<file path="src/rtl/expr_vector_sequencer_if.sv">
// Signal bundle between test controller, vector sequencer and expression block.
// Golden-compare signals exist only when EXPR_SEQ_GOLDEN_CMP_EN is defined.
interface expr_vector_sequencer_if #(
  parameter int CNT_W = 16
);
  logic             start;
  logic             abort;
  logic [59:0]      seed;
  logic [CNT_W-1:0] num_vectors;
  logic [3:0]       a0;
  logic [4:0]       a1;
  logic [5:0]       a2;
  logic [3:0]       a3;
  logic [4:0]       a4;
  logic [5:0]       a5;
  logic [3:0]       b0;
  logic [4:0]       b1;
  logic [5:0]       b2;
  logic [3:0]       b3;
  logic [4:0]       b4;
  logic [5:0]       b5;
  logic [89:0]      y_in;
  logic             busy;
  logic             done;
  logic [CNT_W-1:0] vec_count;
  logic [89:0]      signature;
`ifdef EXPR_SEQ_GOLDEN_CMP_EN
  logic [89:0]      golden_sig;
  logic             pass;
  logic             fail;
`endif

  modport master (
    input  start, abort, seed, num_vectors, y_in,
    output a0, a1, a2, a3, a4, a5, b0, b1, b2, b3, b4, b5,
    output busy, done, vec_count, signature
`ifdef EXPR_SEQ_GOLDEN_CMP_EN
    , input golden_sig
    , output pass, fail
`endif
  );

  modport slave (
    output start, abort, seed, num_vectors, y_in,
    input  a0, a1, a2, a3, a4, a5, b0, b1, b2, b3, b4, b5,
    input  busy, done, vec_count, signature
`ifdef EXPR_SEQ_GOLDEN_CMP_EN
    , output golden_sig
    , input pass, fail
`endif
  );
endinterface

</file>
<file path="src/rtl/expr_vector_sequencer.sv">
// LFSR-driven operand sequencer folding expression results into a 90-bit MISR.
// Optional golden signature compare enabled by EXPR_SEQ_GOLDEN_CMP_EN.
module expr_vector_sequencer #(
  parameter int SETTLE = 1,
  parameter int CNT_W  = 16
) (
  input  logic                   clk,
  input  logic                   reset,
  expr_vector_sequencer_if.master bus
);
  typedef enum logic [2:0] {IDLE, DRIVE, WAIT, CAPTURE, DONE} state_t;

  localparam logic [3:0] SETTLE_LAST = 4'((SETTLE == 0) ? 0 : SETTLE - 1);

  state_t           state_reg, state_next;
  logic [59:0]      lfsr_reg;
  logic [59:0]      ops_reg;
  logic [89:0]      sig_reg;
  logic [CNT_W-1:0] num_reg;
  logic [CNT_W-1:0] cnt_reg;
  logic [3:0]       wait_reg;
  logic [CNT_W-1:0] cnt_inc;
  logic             fb;

  assign cnt_inc = cnt_reg + 1'b1;
  assign fb      = sig_reg[89] ^ sig_reg[88] ^ sig_reg[87] ^ sig_reg[84];

  always_ff @(posedge clk or posedge reset) begin
    if (reset) state_reg <= IDLE;
    else       state_reg <= state_next;
  end

  always_comb begin
    state_next = state_reg;
    case (state_reg)
      IDLE, DONE: begin
        if (bus.abort)      state_next = IDLE;
        else if (bus.start) state_next = (bus.num_vectors == '0) ? DONE : DRIVE;
      end
      DRIVE: begin
        if (bus.abort)        state_next = IDLE;
        else if (SETTLE == 0) state_next = CAPTURE;
        else                  state_next = WAIT;
      end
      WAIT: begin
        if (bus.abort)                    state_next = IDLE;
        else if (wait_reg == SETTLE_LAST) state_next = CAPTURE;
      end
      CAPTURE: begin
        if (bus.abort)             state_next = IDLE;
        else if (cnt_inc == num_reg) state_next = DONE;
        else                         state_next = DRIVE;
      end
      default: state_next = IDLE;
    endcase
  end

  // An abort edge leaves every datapath register untouched.
  always_ff @(posedge clk or posedge reset) begin
    if (reset) begin
      lfsr_reg <= '0;
      ops_reg  <= '0;
      sig_reg  <= '0;
      num_reg  <= '0;
      cnt_reg  <= '0;
      wait_reg <= '0;
    end else if (!bus.abort) begin
      case (state_reg)
        IDLE, DONE: begin
          if (bus.start) begin
            lfsr_reg <= (bus.seed == '0) ? 60'd1 : bus.seed;
            num_reg  <= bus.num_vectors;
            sig_reg  <= '0;
            cnt_reg  <= '0;
          end
        end
        DRIVE: begin
          ops_reg  <= lfsr_reg;
          wait_reg <= '0;
        end
        WAIT: wait_reg <= wait_reg + 4'd1;
        CAPTURE: begin
          sig_reg  <= {sig_reg[88:0], fb} ^ bus.y_in;
          lfsr_reg <= {lfsr_reg[58:0], lfsr_reg[59] ^ lfsr_reg[58]};
          cnt_reg  <= cnt_inc;
        end
        default: ;
      endcase
    end
  end

  assign bus.a0 = ops_reg[59:56];
  assign bus.a1 = ops_reg[55:51];
  assign bus.a2 = ops_reg[50:45];
  assign bus.a3 = ops_reg[44:41];
  assign bus.a4 = ops_reg[40:36];
  assign bus.a5 = ops_reg[35:30];
  assign bus.b0 = ops_reg[29:26];
  assign bus.b1 = ops_reg[25:21];
  assign bus.b2 = ops_reg[20:15];
  assign bus.b3 = ops_reg[14:11];
  assign bus.b4 = ops_reg[10:6];
  assign bus.b5 = ops_reg[5:0];

  assign bus.busy      = (state_reg == DRIVE) || (state_reg == WAIT) || (state_reg == CAPTURE);
  assign bus.done      = (state_reg == DONE);
  assign bus.vec_count = cnt_reg;
  assign bus.signature = sig_reg;

`ifdef EXPR_SEQ_GOLDEN_CMP_EN
  assign bus.pass = (state_reg == DONE) && (sig_reg == bus.golden_sig);
  assign bus.fail = (state_reg == DONE) && (sig_reg != bus.golden_sig);
`endif
endmodule

</file>
<file path="src/flat_wrapper.sv">
// flat-port wrapper written by rule: the top's interface ports become plain ports
module expr_vector_sequencer_flat 
#(
  parameter int SETTLE = 1,
  parameter int CNT_W  = 16
)
  (clk, reset, bus_start, bus_abort, bus_seed, bus_num_vectors, bus_y_in, bus_a0, bus_a1, bus_a2, bus_a3, bus_a4, bus_a5, bus_b0, bus_b1, bus_b2, bus_b3, bus_b4, bus_b5, bus_busy, bus_done, bus_vec_count, bus_signature);
  expr_vector_sequencer_if #(.CNT_W(CNT_W)) bus_i ();
  input  logic clk;
  input  logic reset;
  input wire logic [$bits(bus_i.start)-1:0] bus_start;
  input wire logic [$bits(bus_i.abort)-1:0] bus_abort;
  input wire logic [$bits(bus_i.seed)-1:0] bus_seed;
  input wire logic [$bits(bus_i.num_vectors)-1:0] bus_num_vectors;
  input wire logic [$bits(bus_i.y_in)-1:0] bus_y_in;
  output wire logic [$bits(bus_i.a0)-1:0] bus_a0;
  output wire logic [$bits(bus_i.a1)-1:0] bus_a1;
  output wire logic [$bits(bus_i.a2)-1:0] bus_a2;
  output wire logic [$bits(bus_i.a3)-1:0] bus_a3;
  output wire logic [$bits(bus_i.a4)-1:0] bus_a4;
  output wire logic [$bits(bus_i.a5)-1:0] bus_a5;
  output wire logic [$bits(bus_i.b0)-1:0] bus_b0;
  output wire logic [$bits(bus_i.b1)-1:0] bus_b1;
  output wire logic [$bits(bus_i.b2)-1:0] bus_b2;
  output wire logic [$bits(bus_i.b3)-1:0] bus_b3;
  output wire logic [$bits(bus_i.b4)-1:0] bus_b4;
  output wire logic [$bits(bus_i.b5)-1:0] bus_b5;
  output wire logic [$bits(bus_i.busy)-1:0] bus_busy;
  output wire logic [$bits(bus_i.done)-1:0] bus_done;
  output wire logic [$bits(bus_i.vec_count)-1:0] bus_vec_count;
  output wire logic [$bits(bus_i.signature)-1:0] bus_signature;
  assign bus_i.start = bus_start;
  assign bus_i.abort = bus_abort;
  assign bus_i.seed = bus_seed;
  assign bus_i.num_vectors = bus_num_vectors;
  assign bus_i.y_in = bus_y_in;
  assign bus_a0 = bus_i.a0;
  assign bus_a1 = bus_i.a1;
  assign bus_a2 = bus_i.a2;
  assign bus_a3 = bus_i.a3;
  assign bus_a4 = bus_i.a4;
  assign bus_a5 = bus_i.a5;
  assign bus_b0 = bus_i.b0;
  assign bus_b1 = bus_i.b1;
  assign bus_b2 = bus_i.b2;
  assign bus_b3 = bus_i.b3;
  assign bus_b4 = bus_i.b4;
  assign bus_b5 = bus_i.b5;
  assign bus_busy = bus_i.busy;
  assign bus_done = bus_i.done;
  assign bus_vec_count = bus_i.vec_count;
  assign bus_signature = bus_i.signature;
  expr_vector_sequencer #(.SETTLE(SETTLE), .CNT_W(CNT_W)) u_core (.clk(clk), .reset(reset), .bus(bus_i));
endmodule
</file>
<file path="config.mk">
export PLATFORM = sky130hd
export DESIGN_NAME = expr_vector_sequencer_flat
export DESIGN_NICKNAME = d
export VERILOG_FILES = /design/src/rtl/expr_vector_sequencer_if.sv /design/src/rtl/expr_vector_sequencer.sv /design/src/flat_wrapper.sv
export SDC_FILE = /design/constraint.sdc
export NUM_CORES = 1
export LEC_CHECK = 0
export BUFFER_PORTS_ARGS = -buffer_cell sky130_fd_sc_hd__buf_4
export CORE_UTILIZATION = 45
export CTS_CLUSTER_SIZE = 24
export DETAILED_ROUTE_END_ITERATION = 7
export MAX_ROUTING_LAYER = met4
export PLACE_DENSITY_LB_ADDON = 0.15
export SLEW_MARGIN = 20
export SYNTH_ARGS = -nofsm -noshare
export SYNTH_HDL_FRONTEND = slang
export SYNTH_SLANG_ARGS = --single-unit
</file>
<file path="constraint.sdc">
create_clock -name clk -period 9.4 [get_ports clk]
set_input_delay 2.35 -clock clk [delete_from_list [all_inputs] [get_ports clk]]
set_output_delay 2.35 -clock clk [all_outputs]
set_load 0.01 [all_outputs]
</file>
==> reports/results.txt <==
The area of the die came out at 0.02543 mm^2. The part of the cycle the worst path needs is 0.4332. For the total count of max-transition violations in the final report, the log shows 0. In this run the worst hold path is classified as reg -> reg. The final number of hold-violating endpoints was 0. The cell depth of the worst flop-to-flop path came out at 7. The category of the critical setup timing path was in -> reg.

Based on the critical path, the design can be clocked at up to 245.6 MHz. The final worst setup slack was 5.328 ns. Relative to the synthesized area, the layout overhead comes to 32.42%. The headroom to the max-slew limit came out at 0.3727.

The library cell occupying the most area in the post-synthesis netlist was sky130_fd_sc_hd__dfrtp_1. STA classifies the critical path startpoint as a primary input. The congestion estimate from routability-driven global placement came to 0.8502.

The worst register-to-register path has a setup slack of 6.67 ns. From left edge to right edge, the die measures 159.5 um. The tools report the total of warnings raised by yosys as 0.

The number of levels in the clock H-tree was 1; the chip height was 159.5 um. The count of nets left with antenna violations once routing finished came out at 0. The worst setup path is captured at a flip-flop. The most critical setup path has its endpoint at u_core.bus.vec_count[11]. After synthesis, the most frequently instantiated cells are 249 x sky130_fd_sc_hd__dfrtp_1, 225 x sky130_fd_sc_hd__nand2_1, 118 x sky130_fd_sc_hd__o21ai_0.

For the worst setup path, the data required time is 9.80 ns. The total overflow reported by the global router was 0. The worst hold path startpoint is u_core.lfsr_reg[57]. In this run the critical register-to-register path is launched from u_core.state_reg[0]. Entering global routing, the biggest net connects 113 pins. Detailed placement ended at an HPWL of 20.56 mm. The tree is rooted in a sky130_fd_sc_hd__clkbuf_16. After filler insertion, the fill cell instance count of the layout stands at 2040. The proportion of layout cells with a drive suffix above 1 was 0.3469. The logs give 0 for the total of endpoints with negative setup slack in the final report and 0 ns for the final sum of negative setup slack.

The register with the most flip-flops in the layout has 90 of them. The critical path starts at bus_abort. The run gives 0.006231 mm^2 as the combined flip-flop and latch cell area. The final layout contains routed wiring with a total length of 30.13 mm. Counting flops and latches in the post-synthesis netlist gives 249.

The clock period could shrink to 4.072 ns. The post-cts hold buffer count was 0. The flow ran to the end, and the final reports show no timing, DRC or antenna violations.

In the final layout, the multi-input gates occupy 0.004657 mm^2. Max-cap violations in this run came to 0. In the post-synthesis netlist, the cell with the most instances is sky130_fd_sc_hd__dfrtp_1. Number of antenna repair diodes: 0. For this design the ratio of total power to cell area is 233.1 mW/mm^2. Initial antenna violation count: 0. In the synthesized netlist the dominant register cell turns out to be sky130_fd_sc_hd__dfrtp_1.

Across the routed clock network, the largest skew measured is 0.01018 ns. Once the clock tree was built, the resizer swapped 0 gates to a different size. At the later pin of the worst-skew pair, clock insertion delay measures 0.53 ns. In this run the post-CTS setup repair buffer count came out at 0. The pre-antenna-repair detailed-routing pass consisted of 5 iterations. The mapped netlist covers 0.01116 mm^2. Buffers placed on the I/O ports in this run total 337. After clock tree synthesis, the clock-pin slew on the worst setup and hold paths is 0.06 ns. Synthesis produced 1041 cells.

The number of enable flip-flop cells after synthesis is 0, and the count of placed standard cells in the final layout, fillers left out is 1696. During I/O placement, the number of pins put on the boundary was 338. The worst-margin pin slew works out to 0.9409 ns. For this block, the via count after detailed routing is 8938. The via-per-instance ratio was 5.270. The worst register-to-register path ends at u_core.bus.vec_count[11].

The share of synthesized registers carrying an async set or reset is 1.000. The tree built by TritonCTS fans out to 249 sinks. The first global-routing pass estimated 48.09 mm of wire. Synthesis produced a netlist with a net count of 1214. Total length of routed met3 wires: 2.237 mm. For this run, design rule violations remaining after detail routing come to 0. In this run the core area contains 57 standard-cell rows. Setup repair after global routing left no endpoint under its margin.

The top layer used by detailed routing was met4. After floorplanning, the core was sized to cover 0.02432 mm^2. Once placement completed, the tool counted placed cells totaling 1647. All-layer global routing usage: 0.2434. The placement-stage worst setup slack came out at 4.741 ns.

After detailed routing, the wire length on met1 is 12.89 mm. The run gives 0.4588 as the starting utilization of the core area. The run gives 0.5584 as the proportion of synthesized chip area in sequential cells. The count of distinct cell types in the synthesized netlist is 51, and the worst IR drop on VDD is 0.1618 mV. The detailed route wirelength on metal2 is 14.09 mm, and the number of buffers inserted during clock tree synthesis is 26. The worst hold path was traced through 2 stages. TritonCTS built the clock tree. The average routed wire per standard cell is 17.77 um, and the critical path arrival is 4.47 ns. The proportion of netlist area held by the largest area contributor was 0.5584; the leakage dissipation was 7.017 nW.

The clock passes through at most 3 buffers. Ranked by total cell area, the synthesized netlist is headed by sky130_fd_sc_hd__dfrtp_1 56%, sky130_fd_sc_hd__xnor2_1 8.6%, sky130_fd_sc_hd__nand2_1 7.6%. At the end of the flow, the number of nets in the layout was 1525. In this run the worst path has a maximum fanout of 85. The first routing iteration left 541 violations.

The synthesized area per cell is 10.72 um^2, and the via count of the first global-routing pass is 8887.
-- final cells by class --
class                      instances  area share
inverter                           6    0.002032
tap                              324     0.02744
sequential                       249      0.4217
clock inverter                    11    0.007367
timing repair buffer             345      0.1766
multi-input combinational        724      0.3152
clock buffer                      37     0.04962
-- worst min-delay path by stage --
stage | to
after floorplan | u_core.lfsr_reg[10]
after global placement | u_core.lfsr_reg[7]
after detailed placement | u_core.lfsr_reg[7]
after CTS | u_core.lfsr_reg[57]
after global routing | u_core.ops_reg[23]
final | u_core.lfsr_reg[57]
-- worst max-delay path, stage by stage --
cell and delay (ns):
sky130_fd_sc_hd__buf_4 0.13, sky130_fd_sc_hd__or2_1 0.34, sky130_fd_sc_hd__nor2_4 0.13, sky130_fd_sc_hd__buf_4 0.61, sky130_fd_sc_hd__nor2_4 0.07, sky130_fd_sc_hd__buf_4 0.41, sky130_fd_sc_hd__o21ai_0 0.28, sky130_fd_sc_hd__o31ai_1 0.10
-- layer usage --
layer,vias to the layer above,GRT usage
li1,4231,-
met1,4327,0.3182
met2,321,0.3775
met4,0,0.07780
met3,59,0.05314
met5,-,-
-- cell families (layout without fill, tap and decap cells) --
| logic type | Yosys count | after routing | synth area share |
|---|---|---|---|
| mux | 76 | 76 | 0.07659 |
| simple gates | 316 | 316 | 0.1282 |
| compound gates | 210 | 210 | 0.1129 |
| fa+ha+maj | 3 | 3 | 0.003364 |
| xor+xnor | 119 | 119 | 0.09341 |
| buf+inv | 68 | 399 | 0.02714 |
| flops | 249 | 249 | 0.5584 |
-- power breakdown --
part	internal, mW	total [mW]	switching (mW)	leakage [nW]
registers	1.34	1.55	0.209	3.24
clock network	0.598	1.02	0.427	0.420
logic	0.474	0.870	0.396	3.36
-- placed cells by master (no fill, tap or decap), types with 17 or more instances in the layout --
cell type,count
sky130_fd_sc_hd__a22oi_1,59
sky130_fd_sc_hd__buf_4,344
sky130_fd_sc_hd__clkbuf_16,27
sky130_fd_sc_hd__dfrtp_1,249
sky130_fd_sc_hd__mux2_2,75
sky130_fd_sc_hd__nand2_1,225
sky130_fd_sc_hd__nor2_1,17
sky130_fd_sc_hd__nor4_1,21
sky130_fd_sc_hd__o21ai_0,118
sky130_fd_sc_hd__xnor2_1,109
-- per-stage QoR --
step           power (mW)  cell area [um^2]  hold WS (ns)  utilization
2_1_floorplan       1.985             11160        0.4628            -
3_3_place_gp        2.424             13910        0.4829       0.5718
4_1_cts             3.480             14750        0.5014       0.6064
6_report            3.444             14780        0.5041       0.6076
3_5_place_dp        2.444             13910        0.4892       0.5718
5_1_grt             3.635             14780        0.5285       0.6076
No activity file was read; power rests on OpenSTA's default activity.
